### config.mk
export PLATFORM = sky130hd
export DESIGN_NAME = logic_unit_nb
export DESIGN_NICKNAME = d
export VERILOG_FILES = /design/src/rtl/logic_pkg.sv /design/src/rtl/logic_core_nb.sv /design/src/rtl/logic_unit_nb.sv
export SDC_FILE = /design/constraint.sdc
export NUM_CORES = 1
export LEC_CHECK = 0
export CELL_PAD_IN_SITES_DETAIL_PLACEMENT = 1
export CELL_PAD_IN_SITES_GLOBAL_PLACEMENT = 1
export CORE_MARGIN = 1
export CORE_UTILIZATION = 37
export CTS_CLUSTER_DIAMETER = 120
export CTS_CLUSTER_SIZE = 28
export DETAILED_ROUTE_END_ITERATION = 8
export PLACE_DENSITY = 0.92
export SLEW_MARGIN = 20
export SYNTH_ARGS = -nofsm -noshare
export SYNTH_HDL_FRONTEND = slang
export SYNTH_SLANG_ARGS = --single-unit
### constraint.sdc
create_clock -name clk -period 2.4 [get_ports clk]
set_input_delay 0.48 -clock clk [delete_from_list [all_inputs] [get_ports clk]]
set_output_delay 0.48 -clock clk [all_outputs]
set_load 0.02 [all_outputs]
### src/rtl/logic_pkg.sv
`default_nettype none
// ============================================================================
// Module      : logic_pkg
// Description : Op encoding shared by the logic unit and its combinational core.
// Revision    : 1.0 - initial release
// ============================================================================
package logic_pkg;

    typedef logic [2:0] op_t;

    localparam op_t OP_AND  = 3'b000;
    localparam op_t OP_OR   = 3'b001;
    localparam op_t OP_NAND = 3'b010;
    localparam op_t OP_NOR  = 3'b011;
    localparam op_t OP_XOR  = 3'b100;
    localparam op_t OP_XNOR = 3'b101;
    localparam op_t OP_NOT  = 3'b110;
    localparam op_t OP_PASS = 3'b111;

endpackage
`default_nettype wire

### src/rtl/logic_core_nb.sv
`default_nettype none
// ============================================================================
// Module      : logic_core_nb
// Description : Combinational WIDTH-bit bitwise operator selected by op.
// Revision    : 1.0 - initial release
// ============================================================================
module logic_core_nb
    import logic_pkg::*;
#(
    parameter int WIDTH = 4
) (
    input  logic [WIDTH-1:0] a,
    input  logic [WIDTH-1:0] b,
    input  logic [2:0]       op,
    output logic [WIDTH-1:0] res
);

    always_comb begin
        res = a;
        case (op)
            OP_AND:  res = a & b;
            OP_OR:   res = a | b;
            OP_NAND: res = ~(a & b);
            OP_NOR:  res = ~(a | b);
            OP_XOR:  res = a ^ b;
            OP_XNOR: res = ~(a ^ b);
            OP_NOT:  res = ~a;
            OP_PASS: res = a;
            default: res = a;
        endcase
    end

endmodule
`default_nettype wire

### src/rtl/logic_unit_nb.sv
`default_nettype none
// ============================================================================
// Module      : logic_unit_nb
// Description : Registered bitwise logic unit with accumulator chaining,
//               valid/ready handshake, result flags and completion counter.
// Revision    : 1.0 - initial release
// ============================================================================
module logic_unit_nb
    import logic_pkg::*;
#(
    parameter int WIDTH   = 4,
    parameter int COUNT_W = 8
) (
    input  logic               clk,
    input  logic               rst_n,
    input  logic               in_valid,
    output logic               in_ready,
    input  logic [WIDTH-1:0]   x,
    input  logic [WIDTH-1:0]   y,
    input  logic [2:0]         op,
    input  logic               acc,
    input  logic               clr,
    output logic               out_valid,
    input  logic               out_ready,
    output logic [WIDTH-1:0]   o,
    output logic               zero,
    output logic               ones,
    output logic               parity,
    output logic [COUNT_W-1:0] done_cnt
);

    logic               out_valid_q, out_valid_d;
    logic [WIDTH-1:0]   o_q, o_d;
    logic               zero_q, zero_d;
    logic               ones_q, ones_d;
    logic               parity_q, parity_d;
    logic [WIDTH-1:0]   acc_q, acc_d;
    logic [COUNT_W-1:0] done_cnt_q, done_cnt_d;

    logic               accept;
    logic               out_hs;
    logic [WIDTH-1:0]   operand_b;
    logic [WIDTH-1:0]   result;

    assign in_ready = !out_valid_q || out_ready;
    assign accept   = in_valid && in_ready;
    assign out_hs   = out_valid_q && out_ready;

    // A clear in the same cycle makes the accumulator read as zero.
    assign operand_b = acc ? (clr ? '0 : acc_q) : y;

    logic_core_nb #(
        .WIDTH (WIDTH)
    ) u_core (
        .a   (x),
        .b   (operand_b),
        .op  (op),
        .res (result)
    );

    always_comb begin
        out_valid_d = out_valid_q;
        o_d         = o_q;
        zero_d      = zero_q;
        ones_d      = ones_q;
        parity_d    = parity_q;
        acc_d       = acc_q;
        done_cnt_d  = done_cnt_q;

        if (accept) begin
            out_valid_d = 1'b1;
            o_d         = result;
            zero_d      = (result == '0);
            ones_d      = (result == '1);
            parity_d    = ^result;
            acc_d       = result;
        end else begin
            if (out_hs) out_valid_d = 1'b0;
            if (clr)    acc_d       = '0;
        end

        if (clr)
            done_cnt_d = '0;
        else if (out_hs)
            done_cnt_d = done_cnt_q + COUNT_W'(1);
    end

    always_ff @(posedge clk or negedge rst_n) begin
        if (!rst_n) begin
            out_valid_q <= 1'b0;
            o_q         <= '0;
            zero_q      <= 1'b1;
            ones_q      <= 1'b0;
            parity_q    <= 1'b0;
            acc_q       <= '0;
            done_cnt_q  <= '0;
        end else begin
            out_valid_q <= out_valid_d;
            o_q         <= o_d;
            zero_q      <= zero_d;
            ones_q      <= ones_d;
            parity_q    <= parity_d;
            acc_q       <= acc_d;
            done_cnt_q  <= done_cnt_d;
        end
    end

    assign out_valid = out_valid_q;
    assign o         = o_q;
    assign zero      = zero_q;
    assign ones      = ones_q;
    assign parity    = parity_q;
    assign done_cnt  = done_cnt_q;

endmodule
`default_nettype wire

# Word-level counts from Yosys, hierarchy flattened

Index checks and enable logic that the tools add are counted.
Widths: inputs -> output; s select.

Output and inout bits: 17
Word-level logic and storage cells: 40
Register bits after elaboration: 20
Bits of input ports: 17

Add/sub/neg operators: 1
Reductions and logical operators: 9
Bitwise logic cells: 7
Equality and inequality tests: 8
Muxes and demuxes: 8

Operator list:

| cell                | count |
|---|---|
| $pmux 4 s8          | 1 |
| $mux 8              | 2 |
| $not 4->4           | 4 |
| $eq 3x3->1 const B  | 4 |
| $mux 4              | 3 |
| $add 8x1->8 const B | 1 |
| $eq 3x2->1 const B  | 2 |
| $and 4x4->4         | 1 |
| $eq 4x4->1 const B  | 1 |
| $logic_not 4->1     | 1 |
| $or 4x4->4          | 1 |
| $reduce_bool 2->1   | 2 |
| $reduce_xor 4->1    | 1 |
| $xor 4x4->4         | 1 |
| $eq 3x1->1 const B  | 1 |
| $logic_not 3->1     | 1 |
| $logic_and 1x1->1   | 2 |
| $mux 1              | 2 |
| $logic_not 1->1     | 1 |
| $logic_or 1x1->1    | 1 |

# Depth between registers and ports, before layout

Depth after elaboration: 6
Depth in mapped cells: 12
Gate-level depth less buffers: 11

# Hierarchy

A second synthesis with hierarchy kept.

Cell total of the unflattened synthesis: 141
Area, all modules: 1417.6 um2

Modules (own cells, without submodules):

| module        | instances | area an instance (um2) | cells each | seq. area each (um2) |
|---|---|---|---|---|
| logic_unit_nb | 1         | 1006.0                 | 88         | 501.7 |
| logic_core_nb | 1         | 411.6                  | 53         | 0.0 |

# Worst setup path before layout

OpenSTA, ideal clock, no wires.

Kind: input-to-reg
Start: in clr
End: reg parity_q, in the netlist parity
Data required time: 2.273 ns
Cell stages on the path: 11
Buffers on the path: 1
Data arrival time: 2.250 ns
Setup slack: 0.023 ns
Setup time: 0.127 ns
Path through: clkbuf_1 nor2b_1 mux2_2 inv_1 ha_1 and2_1 or3b_1 nand4b_2 ha_1 xnor2_1 o21ai_0

Word-level cells in the longest chain between the ends: 6
Elaborated cells on any way between the ends: 10
Classes of those cells: mux (3); bitwise (6); reduce/logical (1)

RTL lines:

| element                                   | RTL line                                                      | source |
|---|---|---|
| from (decl)                               | logic_unit_nb.sv:22                                           | `input logic clr,` |
| $mux 4 *                                  | -                                                             |  |
| $mux 4 *                                  | logic_unit_nb.sv:50                                           | `assign operand_b = acc ? (clr ? '0 : acc_q) : y;` |
| $xor 4x4->4, or another cell as far along | logic_core_nb.sv:25, logic_core_nb.sv:26                      |  |
| $not 4->4, on equally long branches       | logic_core_nb.sv:26, logic_core_nb.sv:23, logic_core_nb.sv:24 |  |
| $pmux 4 s8 *                              | logic_core_nb.sv:20                                           | `case (op)` |
| $reduce_xor 4->1 *                        | logic_unit_nb.sv:75                                           | `parity_d = ^result;` |
| to (signal assigned)                      | logic_unit_nb.sv:102                                          | `parity_q <= parity_d;` |
| to (decl)                                 | logic_unit_nb.sv:36                                           | `logic parity_q, parity_d;` |

Every way passes the cells marked *; elsewhere a longest branch is shown, timed or not.
A chain may end at the register's enable or synchronous reset.

# Final worst setup path

Start: in y[2]
End: reg parity_q, in the netlist parity

Word-level cells in the longest chain between the ends: 5
Elaborated cells on any way between the ends: 9
Classes of those cells: mux (2); bitwise (6); reduce/logical (1)

RTL lines:

| element                                   | RTL line                                                      | source |
|---|---|---|
| from (decl)                               | logic_unit_nb.sv:19                                           | `input logic [WIDTH-1:0] y,` |
| $mux 4 *                                  | logic_unit_nb.sv:50                                           |  |
| $xor 4x4->4, or another cell as far along | logic_core_nb.sv:25, logic_core_nb.sv:26                      |  |
| $not 4->4, on equally long branches       | logic_core_nb.sv:26, logic_core_nb.sv:23, logic_core_nb.sv:24 |  |
| $pmux 4 s8 *                              | logic_core_nb.sv:20                                           |  |
| $reduce_xor 4->1 *                        | logic_unit_nb.sv:75                                           |  |

Marked as above.

==> results.py <==
metrics = {
    "setup_path": {
        "cp-end-kind": "register",
        "criticalPathCategory": "in2reg",
        "startpoint": "y[2]",
        "worst_setup_path_start_kind": "input pin",
        "worstRegToRegCells": 11,
        "path_max_fanout": 3,
        "reg2reg_slack_ps": 190,
        "rr_endpoint": "ones",
        "crit_arrival_ps": 2490,
        "r2r_start": "acc_q[1]",
        "setup.worst_path.end": "parity",
        "critPathRequiredTime_ps": 2510,
    },
    "route": {
        "viasPerCell": 4.94,
        "dr.pass1.iters": 3,
        "drc": 0,
        "drt_iter0_markers": 19,
        "wl_per_cell_um": 14.0,
        "antenna_left": 0,
        "wirelength_um": 3660,
        "num_vias": 1293,
    },
    "floorplanning": {
        "dieArea_sq_mm": 0.00407,
        "io_pins": 34,
        "row_count": 22,
        "die_w_um": 63.8,
        "start_util": 0.386,
        "dieHeight_um": 63.8,
        "core-area_sq_mm": 0.00366,
    },
    "cts": {
        "cts_root_buf": "clkbuf_8",
        "htreeDepth": 1,
        "cts.sinks": 20,
        "clkSlewWorstSetupHoldPaths_ps": 70,
        "cts_tree": "built",
        "insertion_delay_ps": 260,
        "cts_buffers": 3,
        "cts_buffer_depth": 2,
    },
    "synth": {
        "synthAdderAreaFrac": 0.115,
        "yosysTopAreaCellShare": 0.337,
        "synth_cells": 159,
        "yosys.area_share.simple": 0.283,
        "synth.ff_latch_count": 20,
        "synth_warnings": 0,
        "synth_area_leaders": "dfrtp_1 (34%), ha_1 (12%), nand2_1 (5.3%), nor2b_1 (4.0%), inv_1 (3.7%)",
        "synth_nets": 189,
        "synth_top_cell_by_area": "dfrtp_1",
        "synthXorXnorAreaFrac": 0.0496,
        "synth_top_family_by_area": "simple AND/OR/NAND/NOR gates",
        "synth_compound_area_frac": 0.103,
        "synthMuxAreaShare": 0.0319,
        "syn-mean-instance-area_sq_um": 8.88,
        "synth_cell_types": 30,
        "netlist_area_sq_mm": 0.00141,
        "synth-seq-area-share": 0.355,
    },
    "power": {
        "vdd_drop_max_v": 0.000173,
        "seqPwrFrac": 0.400,
        "switching_share": 0.310,
        "power-per-cell-area_mw_per_mm2": 477,
        "combPwrFrac": 0.374,
        "switchingPower_uw": 306,
        "clockPowerShare": 0.226,
        "p_int_uw": 680,
        "p_leak_nw": 0.933,
    },
    "timing": {
        "slew-limit-headroom": 0.550,
        "tightest_slew_ps": 673,
        "tns_ps": 0,
        "max_freq_mhz": 420,
        "period_share": 0.992,
        "period_needed_ps": 2380,
        "setup_viol": 0,
        "fin_skew_ps": 3.56,
        "finalMaxSlewViolations": 0,
        "hold_viol_final": 0,
    },
    "global_routing": {
        "grt_pass1_wl_um": 6280,
        "grt_max_degree": 23,
        "grt_pass1_vias": 1420,
        "antenna_found_initial": 0,
        "grt-ovfl-total": 0,
        "grtUsageTotal": 0.199,
    },
    "final_layout": {
        "antenna_cells": 0,
        "mostFrequentLayoutCell": "clkdlybuf4s50_1",
        "drive_above_1_share": 0.234,
        "stdcell_count": 262,
        "layout_common_cells": "clkdlybuf4s50_1 (29), buf_4 (23), nand2_1 (20)",
        "nets": 245,
        "syn_to_final_growth_pct": 46.5,
    },
    "placed_design": {
        "globalplace.congestion": 0.803,
        "dp_hpwl_um": 2990,
        "portBuffers": 33,
        "dp_cells": 257,
    },
    "hold_path": {
        "min_path_type": "reg2reg",
    },
    "run": {
        "drv_cap": 0,
    },
    "status": {
        "outcome": "completed",
    },
}
-- state kept, by name, summed over array words and instances, names as in the netlist --
| signal | cells |
|---|---|
| acc_q | 4 |
| parity | 1 |
| done_cnt | 8 |
| o | 4 |
| zero | 1 |
| out_valid | 1 |
| ones | 1 |
-- synthesized netlist by cell type --
cell type and number:
nand2_1 20, dfrtp_1 19, inv_1 14, ha_1 13
nor2_1 13, nor2b_1 9, o21ai_1 8, nand3_1 7
o21ai_0 7, nand2b_1 6, a21oi_1 5, xnor2_1 5
mux2_2 4, and2_1 3, nand4b_2 3, or3b_1 3
xor2_1 3, buf_6 2, clkbuf_1 2, nor3_1 2
or2b_1 2, a221oi_2 1, a22o_1 1, buf_2 1
dfstp_2 1, nand4_1 1, nor2_2 1, nor4_2 1
o31ai_4 1, or3_1 1
-- metal layers --
metal  up-vias  wire, um  track usage
li1        631         -            -
met1       630      1470        0.219
met2        28      2070        0.391
met3         4        83       0.0179
met4         0        36       0.0682
met5         -         0            0
-- cells by family after synthesis --
family | after synthesis
adders and majority gates | 13
xor gates and xnor gates | 8
and+or+nand+nor | 72
muxes | 4
AOI/OAI and AO/OA | 23
DFF | 20
buffers and inverters | 19
-- worst max-delay path, stage by stage --
cell	delay, ps
clkdlybuf4s50_1	480
mux2_4	160
inv_1	60
ha_1	180
and2_1	170
or3b_4	380
nand4b_4	130
ha_4	210
xnor2_1	160
o21ai_1	90
-- layout make-up --
class | instances | area, sq um
well taps | 48 | 60.1
repair buffers | 56 | 498
inverters | 14 | 52.6
fillers | 435 | 1590
multi-input cells | 120 | 911
flip-flops and latches | 20 | 502
clock buffers | 4 | 45.0
-- stage by stage --
step	hold slack [ps]	util	area, sq um	total power, mW	setup slack (ps)
finish	495	0.565	2070	0.986	20.1
global route	517	0.565	2070	1.04	-44.6
floorplan	184	-	1410	0.567	22.7
detailed placement	478	0.528	1930	0.739	-627
CTS	503	0.543	1990	0.968	3.82
global placement	466	0.528	1930	0.719	-532
-- power by group through the flow --
stage / sequential [mW] / combinational (mW) / clock, mW
6_report: 0.395 / 0.369 / 0.223
3_3_place_gp: 0.398 / 0.320 / 0
4_1_cts: 0.396 / 0.344 / 0.229
2_1_floorplan: 0.427 / 0.139 / 0
3_5_place_dp: 0.401 / 0.338 / 0
5_1_grt: 0.399 / 0.402 / 0.243
-- worst min-delay path by stage --
stage	slack, ps	cells past startpoint	from	end
3_3_place_gp	470	2	o[1]	o[1]
5_1_grt	520	2	zero	zero
3_5_place_dp	480	2	ones	ones
6_report	500	2	zero	zero
2_1_floorplan	180	0	rst_n	acc_q[0]
4_1_cts	500	2	zero	zero
-- repair_timing --
action	CTS	global route
hold buffers	0	0
setup endpoints to repair	7	2
hold endpoints to repair	0	0
setup buffers	0	1
pin swaps	0	6
gates resized for setup	9	23
Note: power is estimated with default switching activity, not from simulation.
